===== src/rtl/io_serial_pkg.sv =====
// Shared definitions for the 1-bit serial pad controller: FSM encoding,
// frame geometry and configuration register constants.
package io_serial_pkg;

   typedef enum logic [2:0] {
      IDLE,
      TX_START,
      TX_DATA,
      TX_STOP,
      RX_START,
      RX_DATA,
      RX_STOP
   } state_t;

   localparam int         FRAME_BITS   = 10;
   localparam int         DATA_BITS    = FRAME_BITS - 2;
   localparam logic [7:0] CFG_REG_ADDR = 8'd0;
   localparam logic [7:0] CLK_DIV_RST  = 8'd15;
   localparam logic [1:0] TX_FLUSH     = 2'd2;

   // A divider of 0 would give a 1-cycle bit with no distinct mid point.
   function automatic logic [7:0] eff_div(input logic [7:0] d);
      return (d == 8'd0) ? 8'd1 : d;
   endfunction

endpackage


===== src/rtl/io_bit_timer.sv =====
// Bit-period counter shared by transmit and receive: counts 0..div, held
// at zero while restart is high, strobes at the mid point and the last cycle.
module io_bit_timer (
   input  logic       clk,
   input  logic       reset,
   input  logic       restart,
   input  logic [7:0] div,
   output logic       mid,
   output logic       last
);

   logic [7:0] cnt;

   always_ff @(posedge clk or posedge reset) begin
      if (reset) begin
         cnt <= '0;
      end else if (restart || (cnt == div)) begin
         cnt <= '0;
      end else begin
         cnt <= cnt + 8'd1;
      end
   end

   assign mid  = (cnt == (div >> 1));
   assign last = (cnt == div);

endmodule


===== src/rtl/io1bit_serial_ctrl.sv =====
// Half-duplex 1-bit pad controller: UART-style framing (start, 8 data LSB
// first, stop) with RX start priority over TX and a config-bus register.
module io1bit_serial_ctrl
   import io_serial_pkg::*;
(
   input  logic        clk,
   input  logic        reset,
   input  logic [31:0] config_addr,
   input  logic [31:0] config_data,
   input  logic [15:0] tile_id,
   output logic        f2p,
   output logic        mode,
   input  logic        p2f,
   input  logic [7:0]  tx_data,
   input  logic        tx_valid,
   output logic        tx_ready,
   output logic [7:0]  rx_data,
   output logic        rx_valid,
   output logic        rx_err
);

   localparam logic [2:0] LAST_IDX = 3'(DATA_BITS - 1);

   state_t      state, nxt;
   logic        enable;
   logic [7:0]  clk_div;
   logic [7:0]  div_eff;
   logic        cfg_we, en_nxt;
   logic        p2f_p0, p2f_p1, p2f_p2;
   logic        rx_start, tx_fire;
   logic [1:0]  blk_cnt;
   logic [2:0]  bit_idx;
   logic        bit_last;
   logic [7:0]  tx_shreg, rx_shreg;
   logic        tmr_mid, tmr_last;
   logic        unused_cfg;

   assign unused_cfg = ^{config_addr[31:24], config_data[31:16], config_data[7:1]};

   assign cfg_we = (config_addr[15:0] == tile_id) && (config_addr[23:16] == CFG_REG_ADDR);
   // Enable as it will be after this edge, so a clearing write aborts at once.
   assign en_nxt = cfg_we ? config_data[0] : enable;

   always_ff @(posedge clk or posedge reset) begin
      if (reset) begin
         enable  <= 1'b0;
         clk_div <= CLK_DIV_RST;
      end else if (cfg_we) begin
         enable  <= config_data[0];
         clk_div <= config_data[15:8];
      end
   end

   assign div_eff = eff_div(clk_div);

   // Pad input synchronizer, plus one extra flop for edge detection.
   always_ff @(posedge clk or posedge reset) begin
      if (reset) begin
         p2f_p0 <= 1'b1;
         p2f_p1 <= 1'b1;
         p2f_p2 <= 1'b1;
      end else begin
         p2f_p0 <= p2f;
         p2f_p1 <= p2f_p0;
         p2f_p2 <= p2f_p1;
      end
   end

   assign rx_start = (state == IDLE) && enable && (blk_cnt == 2'd0) && p2f_p2 && !p2f_p1;
   assign tx_fire  = tx_valid && tx_ready;
   assign bit_last = (bit_idx == LAST_IDX);

   io_bit_timer u_timer (
      .clk     (clk),
      .reset   (reset),
      .restart (state == IDLE),
      .div     (div_eff),
      .mid     (tmr_mid),
      .last    (tmr_last)
   );

   always_ff @(posedge clk or posedge reset) begin
      if (reset) begin
         state <= IDLE;
      end else begin
         state <= nxt;
      end
   end

   always_comb begin
      nxt = state;
      case (state)
         IDLE: begin
            if (rx_start)     nxt = RX_START;
            else if (tx_fire) nxt = TX_START;
         end
         TX_START: if (tmr_last)             nxt = TX_DATA;
         TX_DATA:  if (tmr_last && bit_last) nxt = TX_STOP;
         TX_STOP:  if (tmr_last)             nxt = IDLE;
         RX_START: begin
            if (tmr_mid && p2f_p1) nxt = IDLE;
            else if (tmr_last)     nxt = RX_DATA;
         end
         RX_DATA:  if (tmr_last && bit_last) nxt = RX_STOP;
         RX_STOP:  if (tmr_mid)              nxt = IDLE;
         default:  nxt = IDLE;
      endcase
      if (!en_nxt) nxt = IDLE;
   end

   always_comb begin
      mode     = 1'b0;
      f2p      = 1'b1;
      tx_ready = (state == IDLE) && enable && !rx_start;
      case (state)
         TX_START: begin mode = 1'b1; f2p = 1'b0;              end
         TX_DATA:  begin mode = 1'b1; f2p = tx_shreg[bit_idx]; end
         TX_STOP:  begin mode = 1'b1; f2p = 1'b1;              end
         default:  ;
      endcase
   end

   always_ff @(posedge clk or posedge reset) begin
      if (reset) begin
         bit_idx  <= '0;
         blk_cnt  <= '0;
         rx_valid <= 1'b0;
         rx_err   <= 1'b0;
         rx_data  <= '0;
      end else begin
         rx_valid <= 1'b0;
         rx_err   <= 1'b0;
         if (((state == TX_DATA) || (state == RX_DATA)) && tmr_last) begin
            bit_idx <= bit_idx + 3'd1;
         end else if ((state != TX_DATA) && (state != RX_DATA)) begin
            bit_idx <= '0;
         end
         // Our own stop bit echoes through the synchronizer; mask it.
         if ((state == TX_STOP) && tmr_last) begin
            blk_cnt <= TX_FLUSH;
         end else if (blk_cnt != 2'd0) begin
            blk_cnt <= blk_cnt - 2'd1;
         end
         if ((state == RX_STOP) && tmr_mid && en_nxt) begin
            if (p2f_p1) begin
               rx_valid <= 1'b1;
               rx_data  <= rx_shreg;
            end else begin
               rx_err   <= 1'b1;
            end
         end
      end
   end

   always_ff @(posedge clk) begin
      if (tx_fire) tx_shreg <= tx_data;
      if ((state == RX_DATA) && tmr_mid) rx_shreg[bit_idx] <= p2f_p1;
   end

endmodule


===== config.mk =====
export PLATFORM = sky130hd
export DESIGN_NAME = io1bit_serial_ctrl
export DESIGN_NICKNAME = d
export VERILOG_FILES = /design/src/rtl/io_serial_pkg.sv /design/src/rtl/io_bit_timer.sv /design/src/rtl/io1bit_serial_ctrl.sv
export SDC_FILE = /design/constraint.sdc
export NUM_CORES = 1
export LEC_CHECK = 0
export ABC_AREA = 0
export BUFFER_PORTS_ARGS = -buffer_cell sky130_fd_sc_hd__buf_2
export CAP_MARGIN = 20
export CORE_MARGIN = 2
export CORE_UTILIZATION = 42
export DETAILED_ROUTE_END_ITERATION = 12
export GPL_ROUTABILITY_DRIVEN = 0
export HOLD_SLACK_MARGIN = 0.02
export PLACE_DENSITY = 0.7
export RECOVER_POWER = 25
export SLEW_MARGIN = 20
export SYNTH_ARGS = -nofsm -noshare
export SYNTH_HDL_FRONTEND = slang
export SYNTH_SLANG_ARGS = --single-unit

===== constraint.sdc =====
create_clock -name clk -period 5.1 [get_ports clk]
set_input_delay 0.255 -clock clk [delete_from_list [all_inputs] [get_ports clk]]
set_output_delay 0.255 -clock clk [all_outputs]
set_load 0.05 [all_outputs]

Word level (Yosys, flattened, before mapping)
Cells that the tools add are included.

operators by class
  $add $sub $neg = 3
  order comparisons = 2
  eq/ne operators = 19
  muxes and demuxes = 29
  reduce and logical (&&, ||, !) cells = 30

operator list
  operator               number
  $mux W3                12
  $pmux W3 S7            1
  $ne A3 B3 Y1 const B   6
  $eq A16 B16 Y1         1
  $logic_and A1 B1 Y1    16
  $logic_not A8 Y1       2
  $mux W8                2
  $eq A3 B3 Y1 const B   4
  $add A8 B1 Y8 const B  1
  $bwmux W8              1
  $eq A8 B7 Y1           1
  $eq A8 B8 Y1           1
  $mux W1                8
  $ne A4 B4 Y1 const B   2
  $reduce_and A7 Y1      1
  $eq A3 B2 Y1 const B   2
  $reduce_bool A2 Y1     3
  $lt A3 B4 Y1 const B   1
  $mux W2                2
  $add A3 B1 Y3 const B  1
  $bmux W1 S3            1
  $demux W1 S3           1
  $eq A3 B1 Y1 const B   1
  $ge A3 B1 Y1 const B   1
  9 further kinds        11

word-level totals
  flip-flop bits (word level) = 54
  input port bits = 92
  output and inout port bits = 13
  word-level logic and storage cells = 97

Logic depth before layout (Yosys ltp)
  depth in word-level cells = 12
  mapped depth = 8
  mapped depth without buffers = 8

Hierarchy
From an unflattened synthesis, not the netlist that was laid out.

unflattened totals
  cells, all modules = 247
  area total of the unflattened synthesis = 2829.0 µm²

by module, submodules not included
  module              instances  cells an instance  area an instance (µm²)
  io1bit_serial_ctrl  1          188                2232.1
  io_bit_timer        1          59                 596.8

Worst setup path after synthesis
Ideal clock, no wire load.

  path kind = reg2reg
  from = reg state[0]
  to = reg tx_shreg[0] (enable)
  setup time = 0.332 ns
  arrival = 1.999 ns
  data required time = 4.768 ns
  path slack = 2.769 ns
  cell stages (with the launch flop) = 6
  buffers on the path = 1
  period minus slack after synthesis = 2.331 ns
  path through = dfrtp_1 -> clkbuf_1 -> nor3_1 -> nand2_1 -> nor2_1 -> and2_1

on the way
  word-level cells in the longest chain between the ends = 8

RTL lines
  element                           RTL line                                             text
  start: declaration                io1bit_serial_ctrl.sv:24                             state_t state, nxt;
  start signal: assignment          io1bit_serial_ctrl.sv:86                             state <= nxt;
  $logic_not A3 Y1 (*)              io1bit_serial_ctrl.sv:69, io1bit_serial_ctrl.sv:114
  $logic_and A1 B1 Y1 (*)           io1bit_serial_ctrl.sv:69, io1bit_serial_ctrl.sv:114
  $logic_and A1 B1 Y1 (3 in a row)  io1bit_serial_ctrl.sv:69                             assign rx_start = (state == IDLE) && enable && (blk_cnt == 2'd0) && p2f_p2 && !p2f_p1;
  $logic_not A1 Y1                  io1bit_serial_ctrl.sv:114                            tx_ready = (state == IDLE) && enable && !rx_start;
  $logic_and A1 B1 Y1 (*)           io1bit_serial_ctrl.sv:114
  via tx_ready                      io1bit_serial_ctrl.sv:16                             output logic tx_ready,
  $logic_and A1 B1 Y1 (*)           io1bit_serial_ctrl.sv:70                             assign tx_fire = tx_valid && tx_ready;
  via tx_fire                       io1bit_serial_ctrl.sv:30                             logic rx_start, tx_fire;
  end signal: assignment            io1bit_serial_ctrl.sv:156                            if (tx_fire) tx_shreg <= tx_data;
  end: declaration                  io1bit_serial_ctrl.sv:34                             logic [7:0] tx_shreg, rx_shreg;

The timed path passes the listed nets; every way through them passes the cells marked *.
A chain may end at the register's enable or synchronous reset.

Final worst setup path
  from = reg clk_div[3]
  to = reg state[2]

on the way
  word-level cells in the longest chain between the ends = 7
  elaborated cells between the ends (all ways) = 16
  classes of those cells = 8 x eq/ne; 4 x mux; 4 x reduce/logical

RTL lines
  element                   RTL line                   text
  start: declaration        io1bit_serial_ctrl.sv:26   logic [7:0] clk_div;
  start signal: assignment  io1bit_serial_ctrl.sv:50   clk_div <= config_data[15:8];
  $logic_not A8 Y1          io_serial_pkg.sv:23        return (d == 8'd0) ? 8'd1 : d;
  $mux W8 (*)               io_serial_pkg.sv:23
  $eq A8 B7 Y1              io_bit_timer.sv:24         assign mid = (cnt == (div >> 1));
  $logic_and A1 B1 Y1       io1bit_serial_ctrl.sv:101  if (tmr_mid && p2f_p1) nxt = IDLE;
  $mux W3                   io1bit_serial_ctrl.sv:101
  $pmux W3 S7               io1bit_serial_ctrl.sv:92   case (state)
  $mux W3                   io1bit_serial_ctrl.sv:108  if (!en_nxt) nxt = IDLE;

Every way passes the cells marked *; elsewhere a longest branch is shown, timed or not.

==> flow_metrics.tcl <==
set metrics [dict create \
    status "complete, but fails checks" \
    violations "max-capacitance violations, max-slew violations" \
    power_mw 0.7822 \
    first_pass_iters 4 \
    htreeDepth 2 \
    viasPerCell 5.258 \
    n_fill_cell 531 \
    cts_resized 0 \
    holdWs_ns 0.03597 \
    fin_tns_setup_ns 0 \
    ys_ff_latch 54 \
    clk_latency_ns 0.31 \
    post-cts-setup-buffer-count 0 \
    ant_nets 0 \
    cts_tree "done" \
    synth_area_um2 2768 \
    fin_crit_ns 2.437 \
    rsz0062_at_grt "false" \
    hp-class "input pin to flop" \
    io_buffers 73 \
    place_area_um2 3207 \
    via_count 2019 \
    coreArea_um2 6350 \
    fmax_mhz 410.4 \
    required_ns 5.34 \
    synthDistinctLibCells 45 \
    crit_type "flop to flop" \
    layout.nets 402 \
    start_util_pct 43.59 \
    fin_ws_ns 2.663 \
    netlist_instances 233 \
    die_x_um 85.18 \
    dpl_worst_slack_ns 2.582 \
    fp.dieH_um 85.18 \
    grt_start_max_net_pins 39 \
    gr-total-overflow 0 \
    fp.dieArea_um2 7255 \
    ir_drop_mv 0.1843 \
    finalSetupViolCount 0 \
    grt_pass1_wl_um 9025 \
    area_growth_pct 19.94 \
    cts_sinks 54 \
    track_usage_pct 15.47 \
    drc_errors 0 \
    ios 105 \
    drv_cap 1 \
    wl_um 5241 \
    maxSlewHeadroom_pct -34.75 \
    ys_dominant_reg_cell "dfrtp_1" \
    cts_root_buf "clkbuf_8" \
    cts_buffers 5 \
    dp_hpwl_um 3949 \
    yosysWarningCount 0 \
    setup.worst_path.end_class "flop" \
    period_share_pct 47.78 \
    cts_hold_buf 0 \
    p_per_area_nw_per_um2 235.6 \
    critPathMaxFanout 7 \
    cp-start-kind "flop" \
    antenna_found_initial 0 \
    final_area_um2 3319 \
    crit_arrival_ns 2.68 \
    rows 29 \
    slew_viol_final 39 \
    synth_edf_count 16 \
    ys_seq_area_share_pct 52.03 \
    synth_nets 329 \
    synthArstFlopShare_pct 70.37 \
    routedWlPerCell_um 13.65 \
    clkTransAtPathRegs_ns 0.09 \
    drive_gt1_share_pct 37.46 \
    avgSynthCellArea_um2 11.88 \
    finalHoldViolations 0 \
    finClkSkew_ns 0.007814 \
    p_leak_nw 1.531 \
    grt_pass1_vias 2020 \
    num_antenna_cells 0 \
    clockBufferDepth 2 \
    tightest_slew_ns 2.021 \
    dr.first_iter.drc_count 102 \
]
registers in the layout, indices dropped and copies added, names as in the netlist, 2 cells and up:
name and count:
clk_div 8, rx_data 8, rx_shreg 8, tx_shreg 8
u_timer.cnt 8, bit_idx 3, state 3, blk_cnt 2
worst max-delay path, cell delays in order, from the launching register on:
cell and delay (ns):
dfstp_2 0.58, xor2_1 0.07, a2111o_1 0.43, nor4b_4 0.60, o211ai_4 0.18, a221o_1 0.36, a21oi_2 0.13
stage by stage:
stage	util, %	std cells
floorplan	-	233
global placement	50.50	376
detailed placement	50.50	376
CTS	52.34	384
global route	52.28	384
finish	52.28	384
synthesized netlist by cell type, drive strengths merged (2+ instances only):
cell type	count	area share, %
and3	3	0.72
xor2	19	6.0
mux4	2	1.6
a211oi	3	0.81
nand3	13	2.4
xnor2	19	6.0
nor3b	3	0.81
nand4	7	1.8
dfrtp	31	28
nor2b	2	0.45
nor3	7	1.3
o211ai	3	1.3
and3b	3	0.95
inv	8	1.1
nand2	7	0.95
dfstp	7	6.6
a21oi	2	0.50
nor2	19	2.6
nor4b	2	1.2
and2	2	0.45
edfxtp	16	17
clkbuf	8	1.1
mux2	16	6.5
ha	4	1.8
o21ai	4	0.72
mux2i	5	1.9
nor4	7	1.6
cells by family after synthesis:
kind of cell,Yosys count,share of synthesized area [%]
compound gates,20,6.013
xor+xnor,38,12.03
fa+ha+maj,4,1.808
buf+inv,16,2.170
flops,54,52.03
mux,23,10.08
simple gates,78,15.87
cell type report:
cell class,count,area (um2),area share (%)
clock inverter,3,47.55,1.432
clock buffer,5,68.82,2.073
tap,77,96.34,2.902
sequential,54,1440,43.38
timing repair buffer,74,369.1,11.12
multi-input combinational,163,1267,38.18
inverter,8,30.03,0.9046
routing by layer:
| metal | GRT usage, % | wire (um) |
|---|---|---|
| met1 | 19.92 | 2192 |
| met2 | 24.86 | 2498 |
| met3 | 3.113 | 403 |
| met4 | 7.792 | 146 |
| met5 | 0 | 0 |
cells in the final DEF (no fill, tap or decap), types with 2 or more instances in the layout:
cell type / n
nor2_1: 19
and3b_1: 3
mux2i_1: 4
buf_2: 73
xor2_1: 19
ha_1: 4
inv_1: 7
and3_1: 2
nand2_1: 7
dfstp_2: 7
o21ai_0: 4
edfxtp_1: 16
mux2_2: 16
nand3_1: 13
dfrtp_1: 31
nand4_1: 6
nor4_1: 7
nor3b_1: 3
xnor2_1: 19
a211oi_1: 3
o211ai_1: 2
mux4_2: 2
nor2b_1: 2
nor3_1: 7
clkbuf_8: 5
and2_1: 2
power by group:
group / internal [mW] / total, mW / switching (mW)
clock network: 0.149 / 0.288 / 0.139
logic: 0.0254 / 0.0444 / 0.0189
registers: 0.448 / 0.450 / 0.00215
total: 0.622 / 0.782 / 0.160
worst paths after layout:
path / slack [ns] / end / startpoint / depth (start not counted)
max in group asynchronous: 3.29 / clk_div[4]$_DFFE_PP0N_ / reset / 3
min reg2reg: 0.37 / p2f_p1$_DFF_PP1_ / p2f_p0$_DFF_PP1_ / 0
min in group asynchronous: 0.66 / rx_data[6]$_DFFE_PP0P_ / reset / 3
max: 2.66 / state[2]$_DFFE_PP0P_ / clk_div[3]$_DFFE_PP1N_ / 6
max reg2reg: 2.66 / state[2]$_DFFE_PP0P_ / clk_div[3]$_DFFE_PP1N_ / 6
min: 0.04 / p2f_p0$_DFF_PP1_ / p2f / 1
Power figures use the tool's default switching activity.
